$ cat config.mk
export PLATFORM = sky130hd
export DESIGN_NAME = instruction_fetch
export DESIGN_NICKNAME = d
export VERILOG_FILES = /design/src/rtl/instruction_fetch_pkg.sv /design/src/rtl/instruction_fetch_fetch_buffer.sv /design/src/rtl/instruction_fetch.sv
export SDC_FILE = /design/constraint.sdc
export NUM_CORES = 1
export LEC_CHECK = 0
export CAP_MARGIN = 20
export CORE_MARGIN = 3
export CORE_UTILIZATION = 25
export DETAILED_ROUTE_END_ITERATION = 6
export MAX_ROUTING_LAYER = met4
export PLACE_DENSITY = 0.48
export SYNTH_ARGS = -nofsm -noshare
export SYNTH_HDL_FRONTEND = slang
export SYNTH_SLANG_ARGS = --single-unit
$ cat constraint.sdc
create_clock -name clk -period 7.2 [get_ports clk]
set_input_delay 1.44 -clock clk [delete_from_list [all_inputs] [get_ports clk]]
set_output_delay 1.44 -clock clk [all_outputs]
set_load 0.005 [all_outputs]
$ cat src/rtl/instruction_fetch_pkg.sv
// Shared widths, opcode field placement and fetch FSM states for the instruction fetch unit.
package instruction_fetch_pkg;

  localparam int unsigned DefPcW   = 12;
  localparam int unsigned DefInstW = 19;
  localparam int unsigned DefOffW  = 8;
  // Opcode occupies the top OpcW bits of the instruction word.
  localparam int unsigned OpcW     = 6;

  typedef enum logic [1:0] {
    StFetch,
    StWait,
    StDrain
  } fetch_state_e;

endpackage

$ cat src/rtl/instruction_fetch_fetch_buffer.sv
// Two-entry instruction/PC FIFO with a registered head word and a flush that overrides push.
module fetch_buffer #(
  parameter int unsigned Width = 31
) (
  input  logic             clk,
  input  logic             rst_n,
  input  logic             push_i,
  input  logic             pop_i,
  input  logic             flush_i,
  input  logic [Width-1:0] wdata_i,
  output logic [Width-1:0] rdata_o,
  output logic             valid_o,
  output logic [1:0]       count_o
);

  logic [Width-1:0] mem_q [2];
  logic             rd_ptr_q, rd_ptr_d;
  logic             wr_ptr_q, wr_ptr_d;
  logic [1:0]       count_q, count_d;
  logic             do_push, do_pop;

  assign do_push = push_i && !flush_i && (count_q != 2'd2);
  assign do_pop  = pop_i && (count_q != 2'd0);

  always_comb begin
    rd_ptr_d = rd_ptr_q;
    wr_ptr_d = wr_ptr_q;
    count_d  = count_q;
    if (flush_i) begin
      rd_ptr_d = 1'b0;
      wr_ptr_d = 1'b0;
      count_d  = 2'd0;
    end else begin
      rd_ptr_d = rd_ptr_q ^ do_pop;
      wr_ptr_d = wr_ptr_q ^ do_push;
      count_d  = count_q + 2'(do_push) - 2'(do_pop);
    end
  end

  always_ff @(posedge clk or negedge rst_n) begin
    if (!rst_n) begin
      mem_q[0] <= '0;
      mem_q[1] <= '0;
      rd_ptr_q <= 1'b0;
      wr_ptr_q <= 1'b0;
      count_q  <= 2'd0;
    end else begin
      if (do_push) mem_q[wr_ptr_q] <= wdata_i;
      rd_ptr_q <= rd_ptr_d;
      wr_ptr_q <= wr_ptr_d;
      count_q  <= count_d;
    end
  end

  assign rdata_o = mem_q[rd_ptr_q];
  assign valid_o = (count_q != 2'd0);
  assign count_o = count_q;

endmodule

$ cat src/rtl/instruction_fetch.sv
// Instruction fetch: single-outstanding memory reads into a 2-entry buffer, with branch redirect.
module instruction_fetch
  import instruction_fetch_pkg::*;
#(
  parameter int unsigned PC_W   = DefPcW,
  parameter int unsigned INST_W = DefInstW,
  parameter int unsigned OFF_W  = DefOffW
) (
  input  logic              clk,
  input  logic              rst_n,
  output logic              imem_req_o,
  output logic [PC_W-1:0]   imem_addr_o,
  input  logic              imem_ack_i,
  input  logic [INST_W-1:0] imem_rdata_i,
  input  logic              redirect_valid_i,
  input  logic              redirect_sel_const_i,
  input  logic              redirect_sel_offset_i,
  input  logic [PC_W-1:0]   redirect_base_pc_i,
  input  logic [OFF_W-1:0]  redirect_offset_i,
  input  logic [PC_W-1:0]   redirect_target_i,
  output logic              inst_valid_o,
  input  logic              inst_ready_i,
  output logic [INST_W-1:0] inst_data_o,
  output logic [OpcW-1:0]   inst_opcode_o,
  output logic [PC_W-1:0]   inst_pc_o
);

  localparam int unsigned ExtW = PC_W - OFF_W;

  fetch_state_e    state_q, state_d;
  logic [PC_W-1:0] fetch_pc_q, fetch_pc_d;
  logic [PC_W-1:0] addr_q, addr_d;
  logic [PC_W-1:0] seq_pc, target;
  logic            push, pop;
  logic [1:0]      count;

  always_comb begin
    seq_pc = redirect_base_pc_i + PC_W'(1);
    if (redirect_sel_const_i) begin
      target = redirect_target_i;
    end else if (redirect_sel_offset_i) begin
      target = seq_pc + {{ExtW{redirect_offset_i[OFF_W-1]}}, redirect_offset_i};
    end else begin
      target = seq_pc;
    end
  end

  always_ff @(posedge clk or negedge rst_n) begin
    if (!rst_n) begin
      state_q    <= StFetch;
      fetch_pc_q <= '0;
      addr_q     <= '0;
    end else begin
      state_q    <= state_d;
      fetch_pc_q <= fetch_pc_d;
      addr_q     <= addr_d;
    end
  end

  always_comb begin
    state_d    = state_q;
    fetch_pc_d = fetch_pc_q;
    addr_d     = addr_q;
    push       = 1'b0;
    unique case (state_q)
      StFetch: begin
        if (redirect_valid_i) begin
          fetch_pc_d = target;
        end else if (count < 2'd2) begin
          state_d = StWait;
          addr_d  = fetch_pc_q;
        end
      end
      StWait: begin
        if (imem_ack_i && redirect_valid_i) begin
          // Acked word is stale; the flushed buffer has room, so reissue at once.
          addr_d     = target;
          fetch_pc_d = target;
        end else if (imem_ack_i) begin
          push       = 1'b1;
          fetch_pc_d = fetch_pc_q + PC_W'(1);
          state_d    = StFetch;
        end else if (redirect_valid_i) begin
          fetch_pc_d = target;
          state_d    = StDrain;
        end
      end
      StDrain: begin
        if (redirect_valid_i) fetch_pc_d = target;
        if (imem_ack_i) state_d = StFetch;
      end
      default: state_d = StFetch;
    endcase
  end

  always_comb begin
    imem_req_o  = (state_q != StFetch);
    imem_addr_o = addr_q;
  end

  assign pop = inst_valid_o && inst_ready_i;

  fetch_buffer #(
    .Width(INST_W + PC_W)
  ) u_fetch_buffer (
    .clk    (clk),
    .rst_n  (rst_n),
    .push_i (push),
    .pop_i  (pop),
    .flush_i(redirect_valid_i),
    .wdata_i({imem_rdata_i, addr_q}),
    .rdata_o({inst_data_o, inst_pc_o}),
    .valid_o(inst_valid_o),
    .count_o(count)
  );

  assign inst_opcode_o = inst_data_o[INST_W-1 -: OpcW];

endmodule

* Word-level counts from Yosys, hierarchy flattened *
Index checks and enable logic that the tools add are counted.

word-level totals
  bits in registers = 92
  output and inout bits = 51
  logic and storage cells = 74

operators by class
  equal/unequal tests = 9
  reduce and logical (&&, ||, !) cells = 15
  add/sub/neg operators = 5
  $lt $le $gt $ge = 4
  muxes and demuxes = 29
  bitwise gates (word level) = 4

operators with widths
  cell                     number
  $mux W31                 4
  $mux W12                 8
  $bwmux W62               1
  $pmux W12 S2             2
  $demux W31 S1            1
  $add A12 B1 Y12 const B  2
  $mux W2                  7
  $add A12 B12 Y12         1
  $ne A2 B2 Y1 const B     6
  $reduce_bool A2 Y1       4
  $logic_and A1 B1 Y1      6
  $pmux W2 S3              1
  $mux W1                  5
  $reduce_and A5 Y1        1
  $ge A2 B2 Y1 const B     2
  $not A1 Y2               2
  $reduce_and A4 Y1        1
  $ne A3 B3 Y1 const B     1
  $add A2 B1 Y2            1
  $eq A2 B1 Y1 const B     1
  $eq A2 B2 Y1 const B     1
  $logic_not A2 Y1         1
  $lt A2 B1 Y1 const B     1
  $lt A2 B2 Y1 const B     1
  4 further kinds          5

* Logic depth before layout (Yosys ltp) *
Gate-level depths: netlist of the first run.

  word-level depth = 8
  mapped depth = 11
  gate-level depth less buffers = 11

* By module *
Synthesis of the first run repeated with hierarchy kept, for this count alone.

second synthesis, totals
  cells, all modules = 497
  area, all modules = 5,434.0 um2

by module, submodules not included
  module             sequential area each (um2)  cells an instance  area an instance (um2)  times used
  fetch_buffer       1,651.6                     187                2,971.6                 1
  instruction_fetch  650.6                       310                2,462.4                 1

* Worst setup path after synthesis of the first run *
No wires, ideal clock.

  path kind = input-to-reg
  start point = input port redirect_base_pc_i[0]
  end point = register fetch_pc_q[11]
  arrival = 3.656 ns
  setup time = 0.069 ns
  setup slack = 3.475 ns
  cell stages on the path = 11
  data required time = 7.131 ns
  path through = ha_1 nand2_1 nor3_1 xor2_1 ha_1 a21o_1 a21o_1 a21oi_1 a211oi_1 or4b_1 nand3_1

on the way
  word-level cells in the longest chain between the ends = 8

ends and longest elaborated chain
  item                  line                                                                       RTL
  start, declared       instruction_fetch.sv:18                                                    input logic [PC_W-1:0] redirect_base_pc_i,
  $add A12 B1 Y12 *     instruction_fetch.sv:38                                                    seq_pc = redirect_base_pc_i + PC_W'(1);
  $add A12 B12 Y12      instruction_fetch.sv:42                                                    target = seq_pc + {{ExtW{redirect_offset_i[OFF_W-1]}}, redirect_offset_i};
  $mux W12 *            instruction_fetch.sv:41                                                    end else if (redirect_sel_offset_i) begin
  $mux W12 *            instruction_fetch.sv:39                                                    if (redirect_sel_const_i) begin
  $mux W12              instruction_fetch.sv:67, instruction_fetch.sv:83, instruction_fetch.sv:89
  $mux W12              instruction_fetch.sv:79                                                    end else if (imem_ack_i) begin
  $mux W12              instruction_fetch.sv:75                                                    if (imem_ack_i && redirect_valid_i) begin
  $pmux W12 S2 *        instruction_fetch.sv:65                                                    unique case (state_q)
  end signal, assigned  instruction_fetch.sv:55                                                    fetch_pc_q <= fetch_pc_d;
  end, declared         instruction_fetch.sv:31                                                    logic [PC_W-1:0] fetch_pc_q, fetch_pc_d;

Mark *: on every way between the ends. The rest lies on a longest branch, timed or not.
A chain may end at the register's enable or synchronous reset.

* Worst setup path in the final report of the first run *
Same ends and word-level chain as after synthesis.

==> run_results.csv, run 1 <==
group,metric,value,unit
clock_tree,cts_resized,0,
global_route,grt_pass1_wl,22600,um
power,ir_worst_vdd,0.107,mV
setup_path,crit_path_end_kind,"flip-flop",
timing,fin_skew,0.00620,ns
clock_tree,htreeDepth,3,
outcome,status,"finished clean",
route,routed_via_density,4.79,
synthesis,netlist-cell-type-count,58,
place,routabilityCongestion,0.783,
synthesis,synth_ff_type,"dfrtp_1",
layout,fill_cells,2057,
clock_tree,tritoncts,"built",
setup_path,critPathMaxFanout,6,
route,vias,4170,
global_route,track_usage,0.122,
timing,rsz0062_at_grt,"no",
clock_tree,post_cts_buffers,0,
timing,finalSetupViolations,0,
setup_path,reg2reg_depth,6,
timing,fmaxAchievable,228,MHz
setup_path,rr_startpoint,"state_q[0]$_DFFE_PN0P_",
setup_path,worstSetupPathType,"input port to flip-flop",
clock_tree,clk_latency,0.33,ns
global_route,antenna_found_initial,0,
timing,slew_viol_final,0,
global_route,grt_max_degree,52,
place,post-place-ws,2.46,ns
timing,whs,0.499,ns
power,p_per_area,355,nW/um^2
floorplan,row_count,52,
setup_path,r2r-end,"u_fetch_buffer.mem_q[53]$_DFFE_PN0P_",
layout,mostFrequentLayoutCell,"clkdlybuf4s50_1",
floorplan,initial_core_util,0.259,
floorplan,ios,109,
timing,totalNegativeSetupSlack,0,ns
global_route,grt_pass1_vias,4283,
setup_path,max_stage_delay,0.68,ns
clock_tree,root_buffer,"clkbuf_16",
clock_tree,clk_pin_slew,0.06,ns
timing,min_period,4.38,ns
synthesis,netlist_area,5340,sq um
timing,relSlewSlack,0.360,
timing,fin_ws,2.82,ns
layout,syn_to_final_growth,30.5,%
floorplan,die_width,152,um
route,ant_nets,0,
route,firstDrtPassIters,4,
setup_path,cp_num_buf_inv,1,
synthesis,yosysSeqAreaShare,0.431,
timing,fin_crit_sh,0.608,
setup_path,arrival,4.64,ns
setup_path,crit_path_top_delay_cell,"clkdlybuf4s50_1",
place,dp_hpwl,10100,um
hold_path,min_to,"u_fetch_buffer.mem_q[40]$_DFFE_PN0P_",
floorplan,coreArea,20600,sq um
clock_tree,numCtsBuffers,9,
route,wl_per_cell,15.8,um
layout,fin_nets,674,
synthesis,synth-async-reset-ratio,1.00,
layout,num_antenna_cells,0,
synthesis,post_synth.cell_area_avg,10.6,sq um
hold_path,holdCritPathClass,"flip-flop to flip-flop",
job,drv_cap,0,
hold_path,hp-start,"u_fetch_buffer.mem_q[40]$_DFFE_PN0P_",
power,p_leak,2.93,nW
floorplan,die-area,23200,sq um
layout,drive_above_1_share,0.175,
timing,finalHoldViolCount,0,
route,drc,0,
synthesis,synth-edff-count,0,
clock_tree,clock-sinks,92,
hold_path,min_delay_path_depth,1,
setup_path,crit_required,7.47,ns
place,port-buffer-count,108,
setup_path,crit_family,"simple AND/OR/NAND/NOR gates",
synthesis,synthCells,505,
setup_path,r2r_slack,3.86,ns
clock_tree,clockBufferDepth,2,
setup_path,crit_chain,"clkdlybuf4s50_1 > ha_1 > nand2_1 > nor3_1 > xor2_1 > ha_1 > a21o_1 > a21o_1 > a21oi_1 > a211oi_1 > or4b_1 > nand3_1",
timing,worst_slew_pin_slew,0.958,ns
setup_path,critPathLaunchType,"input port",
clock_tree,hold_buffers,0,
floorplan,die_h,152,um
synthesis,yosysWarnings,0,
synthesis,syn-num-nets,584,
synthesis,synth_seq_cells,92,
route,drtIter0Drc,167,
route,routed_wl,13700,um
global_route,overflow,0,
layout,layout_common_cells,"clkdlybuf4s50_1 (107), dfrtp_1 (92), mux2_2 (76)",
registers in the layout, indices dropped and copies added (netlist names):
register / count
u_fetch_buffer.mem_q: 62
fetch_pc_q: 12
imem_addr_o: 12
state_q: 2
u_fetch_buffer.count_o: 2
u_fetch_buffer.rd_ptr_q: 1
u_fetch_buffer.wr_ptr_q: 1
synthesized netlist by cell type, types with 3 or more instances:
cell type | n | area share
o21ai_1 | 13 | 0.012
and3_1 | 4 | 0.0047
o31ai_1 | 6 | 0.0084
a211oi_1 | 9 | 0.013
xor2_1 | 7 | 0.011
nor2_1 | 21 | 0.015
o211ai_1 | 4 | 0.0056
nand2b_1 | 5 | 0.0059
buf_4 | 6 | 0.0084
o221ai_1 | 4 | 0.0066
buf_1 | 9 | 0.0063
a21oi_1 | 24 | 0.022
o21a_1 | 6 | 0.0084
nand3_1 | 13 | 0.012
a22oi_1 | 7 | 0.0098
a31oi_1 | 3 | 0.0035
mux2_2 | 76 | 0.16
inv_1 | 12 | 0.0084
clkbuf_1 | 14 | 0.0098
xnor2_1 | 11 | 0.018
mux2_1 | 17 | 0.036
dfrtp_1 | 92 | 0.43
nor3_1 | 10 | 0.0094
nor2b_1 | 6 | 0.0070
or3_1 | 5 | 0.0059
nand2_1 | 39 | 0.027
a21o_1 | 7 | 0.0098
o21ai_0 | 18 | 0.017
ha_1 | 20 | 0.047
layer usage:
metal | GRT usage | up-vias | wire [um]
li1 | - | 2007 | -
met1 | 0.168 | 2039 | 6730
met2 | 0.189 | 116 | 6320
met3 | 0.0204 | 8 | 611
met4 | 0.0265 | 0 | 68
met5 | - | - | 0
power by group:
part / switching [mW] / internal, mW / total [mW]
combinational: 0.429 / 0.652 / 1.08
clock: 0.192 / 0.332 / 0.524
sequential: 0.145 / 0.725 / 0.870
stage by stage:
stage | util | total power, mW | std cells | cell area [sq um]
after floorplan | - | 1.45 | 505 | 5340
after global placement | 0.322 | 1.95 | 854 | 6640
after detailed placement | 0.322 | 1.98 | 854 | 6640
after CTS | 0.338 | 2.52 | 870 | 6980
after global routing | 0.338 | 2.66 | 870 | 6980
final | 0.338 | 2.48 | 870 | 6980
final cells by class:
class,instances,area (sq um),area share
multi-input combinational,369,2860,0.410
sequential,92,2300,0.330
timing repair buffer,110,1090,0.157
tap,270,338,0.0484
clock buffer,12,267,0.0382
clock inverter,4,70.1,0.0100
inverter,13,48.8,0.00700
worst max-delay path by stage:
| stage | from | end | cells after the start |
|---|---|---|---|
| final | redirect_base_pc_i[0] | fetch_pc_q[11]$_DFFE_PN0P_ | 12 |
| after global routing | redirect_base_pc_i[0] | fetch_pc_q[11]$_DFFE_PN0P_ | 12 |
| after CTS | redirect_base_pc_i[0] | fetch_pc_q[11]$_DFFE_PN0P_ | 12 |
| after detailed placement | redirect_base_pc_i[0] | fetch_pc_q[11]$_DFFE_PN0P_ | 12 |
| after global placement | redirect_base_pc_i[0] | fetch_pc_q[11]$_DFFE_PN0P_ | 12 |
| after floorplan | redirect_base_pc_i[0] | fetch_pc_q[11]$_DFFE_PN0P_ | 11 |
cells by family (layout without fill, tap and decap cells):
| kind of cell | count (synthesis) | count (layout) | share of synthesized area |
|---|---|---|---|
| AND/OR/NAND/NOR | 119 | 119 | 0.113 |
| AO/OA/AOI/OAI | 116 | 116 | 0.141 |
| multiplexers | 95 | 95 | 0.200 |
| flip-flops | 92 | 92 | 0.431 |
| buffers and inverters | 44 | 139 | 0.0356 |
| adder cells (fa/ha/maj) | 21 | 21 | 0.0506 |
| XOR/XNOR | 18 | 18 | 0.0295 |
No activity file was read; power rests on OpenSTA's default activity.
==> run 2, diff against run 1 <==
--- a/config.mk
+++ b/config.mk
@@ -10,7 +10,7 @@
 export CORE_UTILIZATION = 25
 export DETAILED_ROUTE_END_ITERATION = 6
 export MAX_ROUTING_LAYER = met4
-export PLACE_DENSITY = 0.48
+export PLACE_DENSITY = 0.49
 export SYNTH_ARGS = -nofsm -noshare
 export SYNTH_HDL_FRONTEND = slang
 export SYNTH_SLANG_ARGS = --single-unit
==> constraint.sdc (replaced) <==
create_clock -name clk -period 4 [get_ports clk]
set_input_delay 0.8 -clock clk [delete_from_list [all_inputs] [get_ports clk]]
set_output_delay 0.8 -clock clk [all_outputs]
set_load 0.005 [all_outputs]
==> run_results.csv, run 2 (same netlist as run 1, synthesis figures left out) <==
group,metric,value,unit
route,routed_wl,14000,um
floorplan,die_h,152,um
global_route,grt_pass1_wl,22300,um
setup_path,crit_path_end_kind,"flip-flop",
setup_path,r2r_slack,1.41,ns
clock_tree,clockBufferDepth,2,
timing,totalNegativeSetupSlack,0,ns
timing,fin_crit_sh,0.862,
layout,drive_above_1_share,0.186,
timing,min_period,3.45,ns
clock_tree,clk_pin_slew,0.07,ns
setup_path,worstSetupPathType,"input port to flip-flop",
clock_tree,root_buffer,"clkbuf_16",
outcome,status,"finished clean",
timing,relSlewSlack,0.443,
layout,fin_cells,882,
global_route,grt_pass1_vias,4254,
clock_tree,tritoncts,"built",
setup_path,crit_required,4.21,ns
place,port-buffer-count,108,
global_route,track_usage,0.121,
floorplan,die-area,23200,sq um
clock_tree,clk_latency,0.34,ns
setup_path,arrival,3.65,ns
timing,slew_viol_final,0,
route,drc,0,
layout,layout_common_cells,"clkdlybuf4s50_1 (107), dfrtp_1 (92), mux2_2 (76)",
setup_path,critPathMaxFanout,5,
timing,whs,0.455,ns
global_route,overflow,0,
clock_tree,post_cts_buffers,0,
route,wl_met1,6690,um
layout,num_antenna_cells,0,
global_route,antenna_found_initial,0,
hold_path,holdCritPathClass,"input port to asynchronous set/reset pin",
layout,syn_to_final_growth,31.8,%
floorplan,ios,109,
floorplan,initial_core_util,0.259,
power,ir_worst_vdd,0.251,mV
setup_path,critPathLaunchType,"input port",
floorplan,die_width,152,um
route,wl_per_cell,15.9,um
setup_path,reg2reg_depth,7,
timing,worst_slew_pin_slew,0.833,ns
route,dr_wl_met2,6440,um
floorplan,row_count,52,
layout,largest_register_ffs,62,
route,firstDrtPassIters,4,
timing,finalHoldViolCount,0,
timing,rsz0062_at_grt,"no",
place,routabilityCongestion,0.829,
clock_tree,htreeDepth,3,
power,p_leak,2.96,nW
layout,fin_nets,686,
route,ant_nets,0,
setup_path,rr_startpoint,"state_q[0]$_DFFE_PN0P_",
power,p_per_area,624,nW/um^2
layout,largest-register,"u_fetch_buffer.mem_q",
clock_tree,hold_buffers,0,
place,place_area,6750,sq um
route,met3_length,659,um
timing,fmaxAchievable,290,MHz
place,dp_hpwl,10400,um
clock_tree,cts_resized,0,
layout,mostFrequentLayoutCell,"clkdlybuf4s50_1",
clock_tree,numCtsBuffers,9,
route,highest_layer,"met4",
clock_tree,clock-sinks,92,
timing,fin_skew,0.00510,ns
global_route,grt_max_degree,45,
place,placed_cells,866,
timing,finalSetupViolations,0,
job,drv_cap,0,
route,drtIter0Drc,126,
layout,fin_area,7040,sq um
floorplan,coreArea,20600,sq um
route,vias,4230,
route,routed_via_density,4.80,
setup_path,r2r-end,"u_fetch_buffer.mem_q[52]$_DFFE_PN0P_",
layout,utilization,0.341,
-- run 2: cell count changes in the layout (fill, tap and decap cells not counted), sizes merged --
| cell | previous run | this run |
|---|---|---|
| buf | 3 | 15 |
| bufinv | 2 | 1 |
| clkbuf | 12 | 10 |
| clkinv | 2 | 1 |
| clkinvlp | 0 | 4 |
-- run 2: worst max path at each step --
stage,from,endpoint,slack (ns)
floorplan,redirect_base_pc_i[0],fetch_pc_q[11]$_DFFE_PN0P_,0.92
global placement,redirect_base_pc_i[0],fetch_pc_q[11]$_DFFE_PN0P_,0.26
detailed placement,redirect_base_pc_i[0],fetch_pc_q[11]$_DFFE_PN0P_,0.20
CTS,redirect_base_pc_i[0],fetch_pc_q[11]$_DFFE_PN0P_,0.56
global route,redirect_base_pc_i[0],fetch_pc_q[11]$_DFFE_PN0P_,0.33
finish,redirect_base_pc_i[0],imem_addr_o[10]$_DFFE_PN0P_,0.55
-- run 2: critical path, stage by stage --
cell and delay (ns):
clkdlybuf4s50_1 0.50, buf_4 0.17, nand3_1 0.11, o21ai_0 0.25
nand2_1 0.12, ha_1 0.25, or3_1 0.42, o21bai_1 0.19
a31o_1 0.26, mux2i_1 0.13, a22oi_1 0.31, o211ai_1 0.16
-- run 2: per-stage QoR --
step	worst slack, ns	total power, mW
global route	0.332	4.69
finish	0.553	4.40
floorplan	0.915	2.61
global placement	0.261	3.54
detailed placement	0.202	3.60
CTS	0.555	4.46
-- run 2: metal layers --
metal,track usage,up-vias
li1,-,2041
met1,0.162,2051
met2,0.189,123
met3,0.0213,15
met4,0.0338,0
met5,-,-
-- run 2: where the power goes --
group	switching [mW]	internal, mW
clock network	0.358	0.483
registers	0.259	1.31
logic	0.797	1.19
total	1.41	2.98
-- run 2: area by class of cell --
cell class	instances	area, sq um
Clock buffer	10	229
Tap cell	270	338
Inverter	13	48.8
Sequential cell	92	2300
Multi-Input combinational cell	369	2850
Clock inverter	6	65.1
Fill cell	2064	13600
Timing Repair Buffer	122	1210
==> RTL change (flow settings as in run 2) <==
The package constant `OpcW` goes from 6 to 12.
--- a/src/rtl/instruction_fetch_pkg.sv
+++ b/src/rtl/instruction_fetch_pkg.sv
@@ -7,3 +7,3 @@
   // Opcode occupies the top OpcW bits of the instruction word.
-  localparam int unsigned OpcW     = 6;
+  localparam int unsigned OpcW     = 12;
 
Interface: changed (resized inst_opcode_o); port bits go from 109 to 115. No check against the original RTL was run, so the function may have changed too.
==> RTL change against run 2 <==
  * Design area is 1.9% higher
  * Setup slack got worse by 26 ps
  * Critical path depth unchanged
  * Area after synthesis rose by 0.84%
  * Cell count increased by 1.1%
  * Clock power up 17%
  * Power increased by 5.3%
  * Count of clock-buffer cells in the layout rose by 2
  * Wire length down 0.31%
  * Sequential cell count unchanged
  * Sequential share of layout area decreased by 0.62 points
  * Critical endpoint is now fetch_pc_q[11]
==> RTL change: results (changes against run 2) <==
metric,value,unit,change
run status,completed,,
Final Wtd Congestion,0.833,,+0.42%
"Clk Latency, worst-skew pair",340,ps,about the same
synth top area cells,"dfrtp_1, mux2_2, ha_1",,
post-route insts no fill,892,,+1.1%
syn nets,590,,+1.0%
async set-reset flop share out of synthesis,100,%,unchanged
largest net degree at the start of global routing,84,,+87%
Filler cells,2119,,+2.7%
Global Route Usage Sum,12.3,%,+0.20 points
commonest cells in the netlist,"dfrtp_1, mux2_2, nand2_1",,
GRT met2 Usage,19.5,%,+0.59 points
nets,691,,+0.73%
Antenna diodes,0,,unchanged
worst slew pin tran,848,ps,+15.0 ps
FF-to-FF Start,state_q[0],,
clock skew,6.76,ps,+1.66 ps
Synth Flop Type,dfrtp_1,,
cts repair resizes,0,,unchanged
Max VDD drop,0.275,mV,+9.8%
"Seq/Total Area, Yosys",42.7,%,-0.36 points
Leakage,3.03,nW,+2.3%
worst reg2reg setup slack,1460,ps,+50 ps
first-pass GRT wire length,22900,µm,+2.4%
Placement Setup Slack,184,ps,-17.7 ps
Biggest register,u_fetch_buffer.mem_q,,
M3 GR Usage,2.01,%,-0.12 points
met1 Track Usage GR,16.5,%,+0.27 points
HP Class,input pin to async pin,,
layout cell share with drive strength beyond 1,18.3,%,-0.31 points
Largest register FFs,62,,unchanged
Clock Tree Buf Depth,2,,unchanged
TritonCTS Buffers,9,,unchanged
Worst-path clk slew,70,ps,about the same
routed wire length,14000,µm,-0.31%
Worst Path Arrival,3750,ps,+100 ps
Post-DP HPWL,10300,µm,-1.4%
CP max-delay cell,clkdlybuf4s50_1,,
worst reg2reg path depth,7,,unchanged
Post-CTS Setup Bufs,0,,unchanged
Worst Setup SP,redirect_base_pc_i[0],,
Yosys warning total,0,,unchanged
worst setup path endpoint,fetch_pc_q[11],,
slowest cell delay on critical path,530,ps,+30 ps
worst r2r dst,u_fetch_buffer.mem_q[35],,
via-per-instance ratio,4.85,,+1.2%
vias in the first global route,4400,,+3.4%
fmax,288,MHz,-0.75%
Root Driver,clkbuf_16,,
H-tree depth,3,,unchanged
I/O Buffers,114,,+5.6%
Synth cell types,58,,unchanged
dpl cells,875,,+1.0%
initial antenna violation count,0,,unchanged
cell count after synthesis,511,,+1.2%
drt first pass iters,4,,unchanged
CP max FO,4,,-1
drt first-iter violations,156,,+24%
==> RTL change: layout make-up <==
cell class | count | area share, %
Multi-Input combinational cell | 369 | 39.7
Sequential cell | 92 | 32.1
Timing Repair Buffer | 127 | 17.8
Tap cell | 275 | 4.79
Clock buffer | 12 | 3.57
Clock inverter | 4 | 1.32
Inverter | 13 | 0.680
==> RTL change: stage by stage <==
step	hold WS (ps)	instance area (µm²)	utilization, %
after floorplan	473	5390	-
after global placement	482	6800	32.2
after detailed placement	489	6800	32.2
after CTS	504	7150	33.9
after global routing	384	7180	34.0
final	368	7180	34.0
==> RTL change: power by group <==
| part | switching (mW) | internal [mW] |
|---|---|---|
| combinational | 0.822 | 1.26 |
| clock | 0.341 | 0.644 |
| sequential | 0.256 | 1.31 |
| total | 1.42 | 3.21 |
==> RTL change: worst max-delay path, delay by kind of cell <==
family | cells | cell delay [ps]
buf+inv | 1 | 530
compound gates | 4 | 710
xor+xnor | 1 | 230
simple gates | 4 | 940
fa+ha+maj | 2 | 540
==> RTL change: kinds of logic (layout without fill, tap and decap cells) <==
family / after synthesis / after routing / synth area share (%)
and+or+nand+nor: 119 / 119 / 11.2
adders and majority gates: 21 / 21 / 5.02
DFF: 92 / 92 / 42.7
xor gates and xnor gates: 18 / 18 / 2.93
muxes: 95 / 95 / 19.8
buffers and inverters: 50 / 156 / 4.36
AOI/OAI and AO/OA: 116 / 116 / 14.0
==> RTL change: routing by layer <==
metal | routed length, µm | part of all wire [%]
met5 | 0 | 0
met4 | 126 | 0.90
met3 | 840 | 6.0
met2 | 6360 | 46
met1 | 6620 | 47
